File: src/rtl/reg_file_scoreboard_pkg.sv
// Shared parameters for the decode-stage register file and its pending-write scoreboard.
//   WIDTH    : data width of each register
//   NUM_REGS : number of architectural registers (all writable)
//   ADDR_W   : register address width, log2(NUM_REGS)
//   CNT_W    : pending-write counter width
//   CNT_MAX  : largest count a pending-write counter can hold
package reg_file_scoreboard_pkg;

  localparam int unsigned WIDTH    = 16;
  localparam int unsigned NUM_REGS = 8;
  localparam int unsigned ADDR_W   = 3;
  localparam int unsigned CNT_W    = 2;
  localparam int unsigned CNT_MAX  = (1 << CNT_W) - 1;

endpackage

File: src/rtl/rf_pending_counter.sv
// Per-register pending-write counter: saturating up/down with synchronous reset.
// Ports:
//   i_clk, i_reset : clock and synchronous active-high reset
//   i_inc          : an instruction writing this register was issued
//   i_dec          : a write-back to this register completed
//   o_count        : current count
//   o_count_next   : count after the coming edge (ignores reset)
//   o_nonzero      : count != 0
//   o_full         : count == maximum
module rf_pending_counter
  import reg_file_scoreboard_pkg::*;
#(
  parameter int unsigned CntW = CNT_W
) (
  input  logic            i_clk,
  input  logic            i_reset,
  input  logic            i_inc,
  input  logic            i_dec,
  output logic [CntW-1:0] o_count,
  output logic [CntW-1:0] o_count_next,
  output logic            o_nonzero,
  output logic            o_full
);

  logic [CntW-1:0] count_q, count_d;
  logic            inc_eff, dec_eff;

  assign o_nonzero = |count_q;
  assign o_full    = &count_q;

  // Never wrap in either direction; a simultaneous inc and dec cancel.
  assign inc_eff = i_inc & ~o_full;
  assign dec_eff = i_dec & o_nonzero;

  always_comb begin
    count_d = count_q;
    if (inc_eff && !dec_eff) begin
      count_d = count_q + CntW'(1);
    end else if (dec_eff && !inc_eff) begin
      count_d = count_q - CntW'(1);
    end
  end

  always_ff @(posedge i_clk) begin
    if (i_reset) begin
      count_q <= '0;
    end else begin
      count_q <= count_d;
    end
  end

  assign o_count      = count_q;
  assign o_count_next = count_d;

endmodule

File: src/rtl/reg_file_scoreboard.sv
// Decode-stage register file with two registered read ports, one write-back port,
// and a per-register pending-write scoreboard that raises a RAW/full stall.
// Ports:
//   i_clk, i_reset            : clock, synchronous active-high reset
//   i_read_enable             : capture read data at this edge
//   i_rs1_addr, i_rs2_addr    : source addresses
//   i_rs1_used, i_rs2_used    : instruction actually reads that source
//   i_issue, i_issue_rd_en,
//   i_issue_rd_addr           : instruction leaving decode and its destination
//   i_wb_enable, i_wb_addr,
//   i_wb_data                 : write-back port
//   o_rs1_data, o_rs2_data    : registered read data (write-back bypassed)
//   o_hazard                  : combinational stall request
//   o_pending_any             : registered, any pending-write counter non-zero
module reg_file_scoreboard #(
  parameter int unsigned WIDTH    = reg_file_scoreboard_pkg::WIDTH,
  parameter int unsigned NUM_REGS = reg_file_scoreboard_pkg::NUM_REGS,
  parameter int unsigned ADDR_W   = reg_file_scoreboard_pkg::ADDR_W,
  parameter int unsigned CNT_W    = reg_file_scoreboard_pkg::CNT_W
) (
  input  logic              i_clk,
  input  logic              i_reset,
  input  logic              i_read_enable,
  input  logic [ADDR_W-1:0] i_rs1_addr,
  input  logic [ADDR_W-1:0] i_rs2_addr,
  input  logic              i_rs1_used,
  input  logic              i_rs2_used,
  input  logic              i_issue,
  input  logic              i_issue_rd_en,
  input  logic [ADDR_W-1:0] i_issue_rd_addr,
  input  logic              i_wb_enable,
  input  logic [ADDR_W-1:0] i_wb_addr,
  input  logic [WIDTH-1:0]  i_wb_data,
  output logic [WIDTH-1:0]  o_rs1_data,
  output logic [WIDTH-1:0]  o_rs2_data,
  output logic              o_hazard,
  output logic              o_pending_any
);

  logic [WIDTH-1:0]    regs_q [NUM_REGS];
  logic [WIDTH-1:0]    rs1_data_q, rs2_data_q;
  logic [WIDTH-1:0]    rs1_fwd, rs2_fwd;
  logic                pending_any_q, pending_any_d;

  logic [CNT_W-1:0]    cnt      [NUM_REGS];
  logic [CNT_W-1:0]    cnt_next [NUM_REGS];
  logic [NUM_REGS-1:0] nonzero, full, inc, dec;

  logic                wb_hits_rs1, wb_hits_rs2;
  logic                src1_haz, src2_haz, dst_full;

  // ---------------------------------------------------------------------------
  // Scoreboard counters
  // ---------------------------------------------------------------------------
  for (genvar r = 0; r < NUM_REGS; r++) begin : g_cnt
    assign inc[r] = i_issue && i_issue_rd_en && (i_issue_rd_addr == ADDR_W'(r)) && !o_hazard;
    assign dec[r] = i_wb_enable && (i_wb_addr == ADDR_W'(r));

    rf_pending_counter #(
      .CntW (CNT_W)
    ) u_cnt (
      .i_clk        (i_clk),
      .i_reset      (i_reset),
      .i_inc        (inc[r]),
      .i_dec        (dec[r]),
      .o_count      (cnt[r]),
      .o_count_next (cnt_next[r]),
      .o_nonzero    (nonzero[r]),
      .o_full       (full[r])
    );
  end

  // ---------------------------------------------------------------------------
  // Hazard detection
  // ---------------------------------------------------------------------------
  assign wb_hits_rs1 = i_wb_enable && (i_wb_addr == i_rs1_addr);
  assign wb_hits_rs2 = i_wb_enable && (i_wb_addr == i_rs2_addr);

  // The last outstanding write landing this cycle is forwarded, so it does not stall.
  assign src1_haz = i_rs1_used && nonzero[i_rs1_addr] &&
                    !(wb_hits_rs1 && (cnt[i_rs1_addr] == CNT_W'(1)));
  assign src2_haz = i_rs2_used && nonzero[i_rs2_addr] &&
                    !(wb_hits_rs2 && (cnt[i_rs2_addr] == CNT_W'(1)));
  assign dst_full = i_issue_rd_en && full[i_issue_rd_addr];

  assign o_hazard = src1_haz | src2_haz | dst_full;

  always_comb begin
    pending_any_d = 1'b0;
    for (int r = 0; r < NUM_REGS; r++) begin
      pending_any_d = pending_any_d | (|cnt_next[r]);
    end
  end

  // ---------------------------------------------------------------------------
  // Register array and read ports
  // ---------------------------------------------------------------------------
  assign rs1_fwd = wb_hits_rs1 ? i_wb_data : regs_q[i_rs1_addr];
  assign rs2_fwd = wb_hits_rs2 ? i_wb_data : regs_q[i_rs2_addr];

  always_ff @(posedge i_clk) begin
    if (i_reset) begin
      for (int r = 0; r < NUM_REGS; r++) begin
        regs_q[r] <= '0;
      end
      rs1_data_q    <= '0;
      rs2_data_q    <= '0;
      pending_any_q <= 1'b0;
    end else begin
      if (i_wb_enable) begin
        regs_q[i_wb_addr] <= i_wb_data;
      end
      if (i_read_enable) begin
        rs1_data_q <= rs1_fwd;
        rs2_data_q <= rs2_fwd;
      end
      pending_any_q <= pending_any_d;
    end
  end

  assign o_rs1_data    = rs1_data_q;
  assign o_rs2_data    = rs2_data_q;
  assign o_pending_any = pending_any_q;

endmodule

File: config.mk
export PLATFORM = sky130hd
export DESIGN_NAME = reg_file_scoreboard
export DESIGN_NICKNAME = d
export VERILOG_FILES = /design/src/rtl/reg_file_scoreboard_pkg.sv /design/src/rtl/rf_pending_counter.sv /design/src/rtl/reg_file_scoreboard.sv
export SDC_FILE = /design/constraint.sdc
export NUM_CORES = 1
export LEC_CHECK = 0
export ABC_AREA = 1
export BUFFER_PORTS_ARGS = -buffer_cell sky130_fd_sc_hd__buf_4
export CORE_MARGIN = 10
export CORE_UTILIZATION = 39
export CTS_CLUSTER_DIAMETER = 30
export DETAILED_ROUTE_END_ITERATION = 16
export MAX_ROUTING_LAYER = met4
export RECOVER_POWER = 50
export SKIP_LAST_GASP = 1
export SYNTH_ARGS = -nofsm -noshare
export SYNTH_HDL_FRONTEND = slang
export SYNTH_SLANG_ARGS = --single-unit
export TNS_END_PERCENT = 20
File: constraint.sdc
create_clock -name i_clk -period 2.17 [get_ports i_clk]
set_clock_uncertainty 0.1 [all_clocks]
set_input_delay 0.434 -clock i_clk [delete_from_list [all_inputs] [get_ports i_clk]]
set_output_delay 0.434 -clock i_clk [all_outputs]
set_load 0.02 [all_outputs]
# ---- After elaboration in Yosys (flattened, before gate mapping)
# Memories as Yosys holds them, arrays and structs flattened. A register that Yosys moved wholly into a read port is not among the register bits.
# Index checks and enable logic that the tools add are counted.
dict set report word_totals {
  out_inout_bits 34
  memories 1
  word_cells 216
  mem_bits_rw 128
  register_bits 17
  input_bits 36
}
dict set report op_classes {
  add_sub_neg 16
  muxes 36
  bitwise_logic 35
  n_eq_ne 18
  n_lt_le_gt_ge 5
  reduce_logical 96
}
# memory words word_bits read_ports rd_clocked_by_memory_dff write_ports line_no
set memory_table {}
lappend memory_table {regs_q 8 16 2 2 8 reg_file_scoreboard.sv:40} ;# logic [WIDTH-1:0] regs_q [NUM_REGS];
# operator n
set op_table {}
lappend op_table {{$logic_and 1x1->1} 50}
lappend op_table {{$mux 2} 20}
lappend op_table {{$reduce_or 2->1} 16}
lappend op_table {{$eq 3x3->1 const B} 8}
lappend op_table {{$logic_not 1->1} 19}
lappend op_table {{$add 2x1->2 const B} 8}
lappend op_table {{$and 1x1->1} 16}
lappend op_table {{$mux 16} 1}
lappend op_table {{$reduce_and 2->1} 8}
lappend op_table {{$reduce_or 16->1} 1}
lappend op_table {{$sub 2x1->2 const B} 8}
lappend op_table {{$bmux 2 s3} 2}
lappend op_table {{$eq 3x2->1 const B} 4}
lappend op_table {{$lt 3x4->1 const B} 3}
lappend op_table {{$bmux 1 s3} 3}
lappend op_table {{$mux 1} 9}
lappend op_table {{$or 1x1->1} 9}
lappend op_table {{$ge 4x4->1 const B} 2}
lappend op_table {{$not 1->1} 8}
lappend op_table {{$not 3->4} 2}
lappend op_table {{$eq 3x1->1 const B} 2}
lappend op_table {{$eq 3x3->1} 2}
lappend op_table {{$logic_not 3->1} 2}
lappend op_table {{$eq 2x1->1 const B} 2}
lappend op_table {{$mux 3} 1}

# ---- Logic depth before layout (Yosys ltp)
# Gate-level depths: netlist of run 1.
dict set report depth {
  ltp_word 25
  mapped_depth 20
  mapped_depth_nobuf 20
}

# ---- By module
# From an unflattened synthesis of run 1, not the netlist that was laid out.
dict set report hier_totals {
  hier_cells 1423
  area_unflattened_um2 10428.8
}
# mod area_each_um2 seq_area_each_um2 instances cells_each
set modules_own_cells {}
lappend modules_own_cells {reg_file_scoreboard 8977.4 4504.3 1 1191}
lappend modules_own_cells {rf_pending_counter 181.4 40.0 8 29}

# ---- Worst setup path after synthesis of run 1
# Ideal clock, no wire load.
dict set report synth_path {
  path_type {input port to flip-flop}
  start {in i_reset}
  end {mem regs_q[7][0], enable pin}
  n_path_buf 3
  slack_ns -0.145
  path_stages 6
  setup_ns 0.365
  required_time_ns 1.705
  t_arrival_ns 1.850
  cell_sequence {clkbuf_1 clkinv_1 clkbuf_1 nand2_1 clkbuf_1 nand2_1}
}
# element line_no
set synth_lines {}
lappend synth_lines {{from (decl)} reg_file_scoreboard.sv:22} ;# input logic i_reset,
lappend synth_lines {{to (decl)} reg_file_scoreboard.sv:40}

# ---- Worst setup path after layout of run 1
dict set report layout_path {
  start {reg g_cnt[1].u_cnt.count_q[0]}
  end {out o_hazard}
}
dict set report layout_via {
  elab_chain_cells 9
  elab_cells_between_ends 27
  cone_classes {2 x eq/ne; 12 x mux; 2 x bitwise; 11 x reduce/logical}
}
# element line_no
set layout_lines {}
lappend layout_lines {{from (decl)} rf_pending_counter.sv:25} ;# logic [CntW-1:0] count_q, count_d;
lappend layout_lines {{from (signal assigned)} rf_pending_counter.sv:48} ;# count_q <= count_d;
lappend layout_lines {{$bmux 2 s3 (on tied branches)} {reg_file_scoreboard.sv:81, reg_file_scoreboard.sv:83}}
lappend layout_lines {{$mux 2 (on tied branches) (2 in series)} {reg_file_scoreboard.sv:81, reg_file_scoreboard.sv:83}}
lappend layout_lines {{$eq 2x1->1 (on tied branches)} {reg_file_scoreboard.sv:81, reg_file_scoreboard.sv:83}}
lappend layout_lines {{$logic_and 1x1->1 (on tied branches)} {reg_file_scoreboard.sv:81, reg_file_scoreboard.sv:83}}
lappend layout_lines {{$logic_not 1->1 (on tied branches)} {reg_file_scoreboard.sv:81, reg_file_scoreboard.sv:83}}
lappend layout_lines {{$logic_and 1x1->1 (on tied branches)} {reg_file_scoreboard.sv:80, reg_file_scoreboard.sv:82}}
lappend layout_lines {{$or 1x1->1} reg_file_scoreboard.sv:86} ;# assign o_hazard = src1_haz | src2_haz | dst_full;
lappend layout_lines {{$or 1x1->1 *} reg_file_scoreboard.sv:86}
lappend layout_lines {{to (decl)} reg_file_scoreboard.sv:36} ;# output logic o_hazard,
# Mark *: on every way between the ends. The rest lies on a longest branch, timed or not. The select of a mux whose other input is x is not followed.

==> metrics.txt, run 1 <==
diode count 0; core area between 0.02 and 0.03 mm2; Core Rows 58; Root Driver clkbuf_16; global-route wire length before repair 53500 um; Netlist cell types 40; gpl congestion 0.873; Power Dens Cells 717 mW/mm2; CP Class register to primary output; Hold WS 0.219 ns; synth top area cells edfxtp_1 (38%), nand2_1 (10%), dfxtp_1 (9.7%), nand3_1 (8.0%), nor2_1 (6.4%); Crit-path slowest cell dfxtp_2; switching power between 0.002 and 0.003 W; Vias/cell 5.44; Setup crit end o_hazard; hold_buf cts 0; Yosys reg bits between 150 and 200; DRC viols 0; Final min period around 2.5 ns; failing checks negative setup slack; Final Hold Fails 0; crit end category primary output; IO buf count 69; clock power share 35.0%; Post-synth EDFFs 128; Critical Path Source g_cnt[1].u_cnt.o_count[0]; Ports 70; Tcrit/Tclk final 116%; Starting Density between 30% and 40%; synthesized instance count 1305; peak supply drop 0.434 mV; Synth Flop Type edfxtp_1; Worst Hold Class input pin to register; die area 0.0328 mm2; status finished, violations left; nets 1519; Setup WS post-layout -0.357 ns; largest net degree at the start of global routing 72; startpoint types register; Crit Reg-Reg Startpoint g_cnt[1].u_cnt.o_count[0]; Seq pwr share 43.8%; max cap viols 0; ratio of cells with drive above 1 in the final layout 22.6%; Synth Cell Area 0.0101 mm2; DRT Wirelength 35200 um; Post-DP Area 0.0120 mm2; met1 usage between 20 and 30%; met3 Track Usage GR 3.34%; final setup violation count 12; net count after synthesis approximately 1400; WP data required 1.64 ns; Synth area leader edfxtp_1; initial drt markers 1279; Slew @ Worst Pin 0.702 ns; internal power 0.00624 W; post-synthesis sequential area ratio 47.6%; syn_area_per_cell just under 8 um2; initial antenna violation count 0; P_leak about 5.3 nW; r2r setup slk -0.28 ns; drt pass-1 iters 6; Reg2Reg Depth 19; Ys Warns 0; via count ~9800; Largest stage delay, worst path between 0.3 and 0.4 ns; GRT Residual Overflow 0; Overall Global Routing Usage a little over a fifth; share of the synthesized area in the top cell type between 30% and 40%; die height 181 um; CTS tree yes; ANT nets after route 0; Critical Path Fanout Max 3; sw frac 31.9%; critical-path cell list inv_1 > ha_1 > a21oi_1 > a21oi_2 > nor2_2 > nand2_4 > nand2_4 > nor2_4 > buf_6 > inv_2 > buf_6; CTS sink cnt 177; H-tree depth 4; RR Endpoint o_pending_any; vias in the first global route 9314; clk slew on worst S/H paths roughly 0.080 ns; combinational share of power 21.2%; Relative slew margins 53.2%; asr flop ratio synth 0%; Pins Over Slew Limit 0; RSZ-0062 raised after global routing yes; met2 usage 32.3%; Worst EP arrival slightly below 2 ns; Max clock buf depth 2; Die X 181 um; fin area around 0.013 mm2; area grow syn2layout 26.0%; DR WL/cell 19.5 um; layout filler cell count 2482; post-DP HPWL 22900 um; GR peak layer met2; total CTS buffers 17; Clk Latency, worst-skew pair about 0.43 ns; synth cell count leaders nand2_1 (283), nor2_1 (174), nand3_1 (163), edfxtp_1 (128), o21ai_0 (101); Max Freq about 400 MHz; leading cell type by number of instances after synthesis nand2_1
==> routing by layer <==
metal	up-vias	part of all wire [%]
li1	4714	-
met1	4559	43
met2	499	45
met3	77	9.1
met4	0	2.3
met5	-	0
==> critical path: cells and delay by family, from the launching register on <==
family	cells	cell delay, ns
AO/OA/AOI/OAI	2	0.30
adder cells (fa/ha/maj)	1	0.23
buffers and inverters	4	0.31
flip-flops	1	0.35
AND/OR/NAND/NOR	4	0.38
==> logic make-up after synthesis <==
kind of cell    synth area share, %
xor+xnor                      0.346
compound gates                 12.5
fa+ha+maj                      1.97
buf+inv                        7.98
simple gates                   29.6
flops                          47.6
==> what timing repair did <==
action / 4_1_cts / 5_1_grt
resized for setup: 53 / 24
setup buffers: 9 / 1
setup endpoints to repair: 10 / 18
pin swaps: 21 / 13
cloned: 0 / 0
==> through the flow <==
stage	utilization (%)	TNS (ns)	worst slack, ns	total power, W	instances
2_1_floorplan	-	-0.0194	-0.0194	0.00510	1305
3_3_place_gp	47.1	-3.84	-0.322	0.00589	1768
3_5_place_dp	47.1	-4.63	-0.325	0.00592	1768
4_1_cts	50.5	-1.65	-0.310	0.00917	1809
5_1_grt	50.3	-3.82	-0.510	0.00954	1810
6_report	50.3	-1.42	-0.357	0.00916	1810
==> worst min path at each step <==
| stage | startpoint | endpoint | slack (ns) | cells past startpoint |
|---|---|---|---|---|
| 2_1_floorplan | g_cnt[3].u_cnt.o_count[0] | g_cnt[3].u_cnt.o_count[0] | 0.41 | 3 |
| 3_3_place_gp | o_rs1_data[13] | o_rs1_data[13] | 0.35 | 2 |
| 3_5_place_dp | o_rs2_data[4] | o_rs2_data[4] | 0.36 | 2 |
| 4_1_cts | i_wb_data[5] | o_rs1_data[5] | 0.20 | 3 |
| 5_1_grt | i_wb_data[6] | o_rs2_data[6] | 0.22 | 3 |
| 6_report | i_wb_data[5] | o_rs1_data[5] | 0.22 | 3 |
==> placed cells by master, fill, tap and decap left out, types with 7 or more instances in the layout <==
| cell type | count |
|---|---|
| clkbuf_16 | 17 |
| nand3_1 | 157 |
| nor2_2 | 7 |
| clkbuf_1 | 22 |
| clkbuf_2 | 8 |
| dfxtp_2 | 11 |
| nor2_1 | 174 |
| buf_4 | 169 |
| edfxtp_1 | 128 |
| o21ai_0 | 96 |
| nand4_1 | 8 |
| nand2_1 | 276 |
| inv_2 | 16 |
| clkinv_8 | 8 |
| inv_1 | 89 |
| a21oi_1 | 99 |
| nand3_2 | 12 |
| buf_12 | 12 |
| buf_6 | 12 |
| ha_2 | 7 |
| a31oi_1 | 33 |
| nand2_2 | 13 |
| dfxtp_1 | 37 |
==> flip-flops by register name, summed over array words and instances, names as in the netlist <==
name                 count
o_rs2_data              16
regs_q                 128
o_rs1_data              16
g_cnt.u_cnt.o_count     16
o_pending_any            1
==> cell type report <==
class	count	area (um2)	area share, %
tap	330	413	3.23
timing repair buffer	226	1790	14.0
inverter	110	418	3.27
clock buffer	17	425	3.33
sequential	177	4840	37.9
clock inverter	15	206	1.62
multi-input combinational	935	4690	36.7
==> power by group through the flow <==
stage	sequential, W	combinational, W	clock, W
CTS	0.00400	0.00193	0.00324
floorplan	0.00411	0.000993	0
global placement	0.00406	0.00183	0
global route	0.00403	0.00213	0.00338
finish	0.00401	0.00194	0.00321
detailed placement	0.00407	0.00185	0
(Power assumes the default switching activity.)
==> inputs of run 2 (changes only) <==
--- a/config.mk
+++ b/config.mk
@@ -6,11 +6,11 @@
 export NUM_CORES = 1
 export LEC_CHECK = 0
 export ABC_AREA = 1
-export BUFFER_PORTS_ARGS = -buffer_cell sky130_fd_sc_hd__buf_4
 export CORE_MARGIN = 10
 export CORE_UTILIZATION = 39
 export CTS_CLUSTER_DIAMETER = 30
 export DETAILED_ROUTE_END_ITERATION = 16
+export DONT_BUFFER_PORTS = 1
 export MAX_ROUTING_LAYER = met4
 export RECOVER_POWER = 50
 export SKIP_LAST_GASP = 1
==> constraint.sdc (replaced) <==
create_clock -name i_clk -period 2.55 [get_ports i_clk]
set_clock_uncertainty 0.1 [all_clocks]
set_input_delay 0.51 -clock i_clk [delete_from_list [all_inputs] [get_ports i_clk]]
set_output_delay 0.51 -clock i_clk [all_outputs]
set_load 0.02 [all_outputs]
==> run 2 against run 1 <==
The run now ends clean. Sequential power decreased by 13%. Combinational power decreased by 42%. Total power decreased by 22%. Clock-buffer cell count increased by 1. Die area unchanged. Sequential share of layout area increased by 5.4 points. Via count decreased by 7.4%. Wire length decreased by 7.3%. Cell area decreased by 13%. Cell count decreased by 10%.
==> metrics.txt, run 2 (same netlist as run 1, synthesis figures left out) <==
CTS sink cnt 177 (unchanged); DRT Wirelength 32700 um (-7.3%); final setup violation count 0 (-12); Largest register FFs 128 (unchanged); Clk Latency, worst-skew pair 0.44 ns (about the same); DRC viols 0 (unchanged); Power Dens Cells 642 mW/mm2 (-10%); initial drt markers 1214 (-5.1%); WP data required 1.94 ns (+0.30 ns); ANT nets after route 0 (unchanged); CP Class register to primary output; gpl congestion 0.896 (+2.7%); initial antenna violation count 1 (+1); startpoint types register; die height 181 um (unchanged); crit end category primary output; Critical Path Fanout Max 5 (+2); placed cells 1590 (-10%); most common cell after layout, fill and taps aside nand2_1; Worst Hold Class input pin to register; Non-Filler Instances 1626 (-10%); Reg2Reg Depth 17 (-2); fin area 0.0112 mm2 (-13%); ratio of cells with drive above 1 in the final layout 11.0% (-12 points); Final min period 2.47 ns; setup TNS 0 ns (+1.42 ns); RSZ-0062 raised after global routing yes; max cap viols 0 (unchanged); core area 0.0254 mm2 (unchanged); Vias/cell 5.61 (+3.0%); vias in the first global route 8646 (-7.2%); layout filler cell count 2569 (+3.5%); Die X 181 um (unchanged); status finished clean; GRT Residual Overflow 0 (unchanged); peak supply drop 0.519 mV (+19%); H-tree depth 4 (unchanged); Pins Over Slew Limit 0 (unchanged); DR WL/cell 20.1 um (+3.2%); Starting Density 39.9% (unchanged); via count 9117 (-7.4%); largest net degree at the start of global routing 108 (+50%); IO buf count 0 (-100%); drt pass-1 iters 6 (unchanged); Worst EP arrival 1.86 ns (-0.13 ns); Tcrit/Tclk final 97.0%; Multi-input gate area 0.00460 mm2 (-1.9%); CTS tree yes; hold_buf cts 0 (unchanged); Root Driver clkbuf_16; Core Rows 58 (unchanged); Top reg by flops regs_q; Slew @ Worst Pin 1.40 ns (+0.702 ns); global-route wire length before repair 51100 um (-4.5%); post-DP HPWL 21100 um (-7.8%); Register Area 0.00484 mm2 (unchanged); clk slew on worst S/H paths 0.07 ns (about the same); die area 0.0328 mm2 (unchanged); Max clock buf depth 2 (unchanged); most frequent cells in the layout nand2_1 (279), nor2_1 (174), nand3_1 (161), edfxtp_1 (128), o21ai_0 (100); Post-DP Area 0.0105 mm2 (-12%); nets 1334 (-12%); r2r setup slk 0.17 ns (+0.45 ns); Overall Global Routing Usage 20.0% (-1.2 points); Ports 70 (unchanged); Relative slew margins 6.40% (-47 points); Max Freq 404 MHz; area grow syn2layout 10.2%; P_leak 4.42 nW (-17%); total CTS buffers 17 (unchanged); Final Hold Fails 0 (unchanged); Pwr Total 0.00718 W (-22%); Hold Crit Depth 1 (-2)
==> run 2: timing repair <==
| action | CTS | global route |
|---|---|---|
| pin swaps | 3 | 5 |
| buffers inserted | 2 | 1 |
| setup endpoints to repair | 1 | 2 |
| gates resized for setup | 15 | 28 |
==> run 2: critical path, stage by stage (launching register included) <==
cell and delay, ns:
dfxtp_1 0.34, inv_1 0.11, ha_4 0.16, nand2_1 0.05
nand3_1 0.06, nand2_1 0.07, a21oi_2 0.18, nor2_4 0.07
nand2_4 0.10, nand2_2 0.07, nor2_4 0.14, inv_4 0.07
==> run 2: layout make-up <==
class	count	share of cell area, %
repair buffers	41	2.84
clock inverters	14	1.35
clock buffers	18	3.84
multi-input cells	935	41.1
inverters	110	3.76
diodes	1	0.0224
flip-flops and latches	177	43.3
well taps	330	3.69
==> run 2: final timing paths <==
| check | startpoint | to |
|---|---|---|
| worst max-delay path | g_cnt[2].u_cnt.o_count[0] | o_hazard |
| worst min-delay path | i_reset | o_rs2_data[11] |
| worst max register to register | g_cnt[1].u_cnt.o_count[0] | o_pending_any |
| worst min register to register | g_cnt[0].u_cnt.o_count[0] | g_cnt[0].u_cnt.o_count[0] |
==> run 2: per-stage QoR <==
stage / hold WS, ns / worst slack (ns) / util (%)
after floorplan: 0.408 / 0.159 / -
after global placement: 0.455 / 0.0795 / 41.3
after detailed placement: 0.442 / 0.0254 / 41.3
after CTS: 0.0287 / 0.00243 / 43.8
after global routing: 0.0217 / -0.0183 / 44.0
final: 0.0386 / 0.0774 / 44.0
==> run 2: layer usage <==
| metal | GRT usage, % | up-vias | wire length [um] |
|---|---|---|---|
| li1 | - | 4339 | - |
| met5 | - | - | 0 |
| met4 | 5.30 | 0 | 403 |
| met1 | 26.0 | 4299 | 13800 |
| met2 | 30.6 | 445 | 14900 |
| met3 | 4.84 | 34 | 3540 |
==> run 2: report_power, final <==
part           total, W  leakage [nW]  internal (W)  switching, W
Sequential      0.00348          1.64       0.00330      0.000182
Clock           0.00258         0.278       0.00131       0.00127
Combinational   0.00112          2.50      0.000397      0.000723
Total           0.00718          4.42       0.00500       0.00218
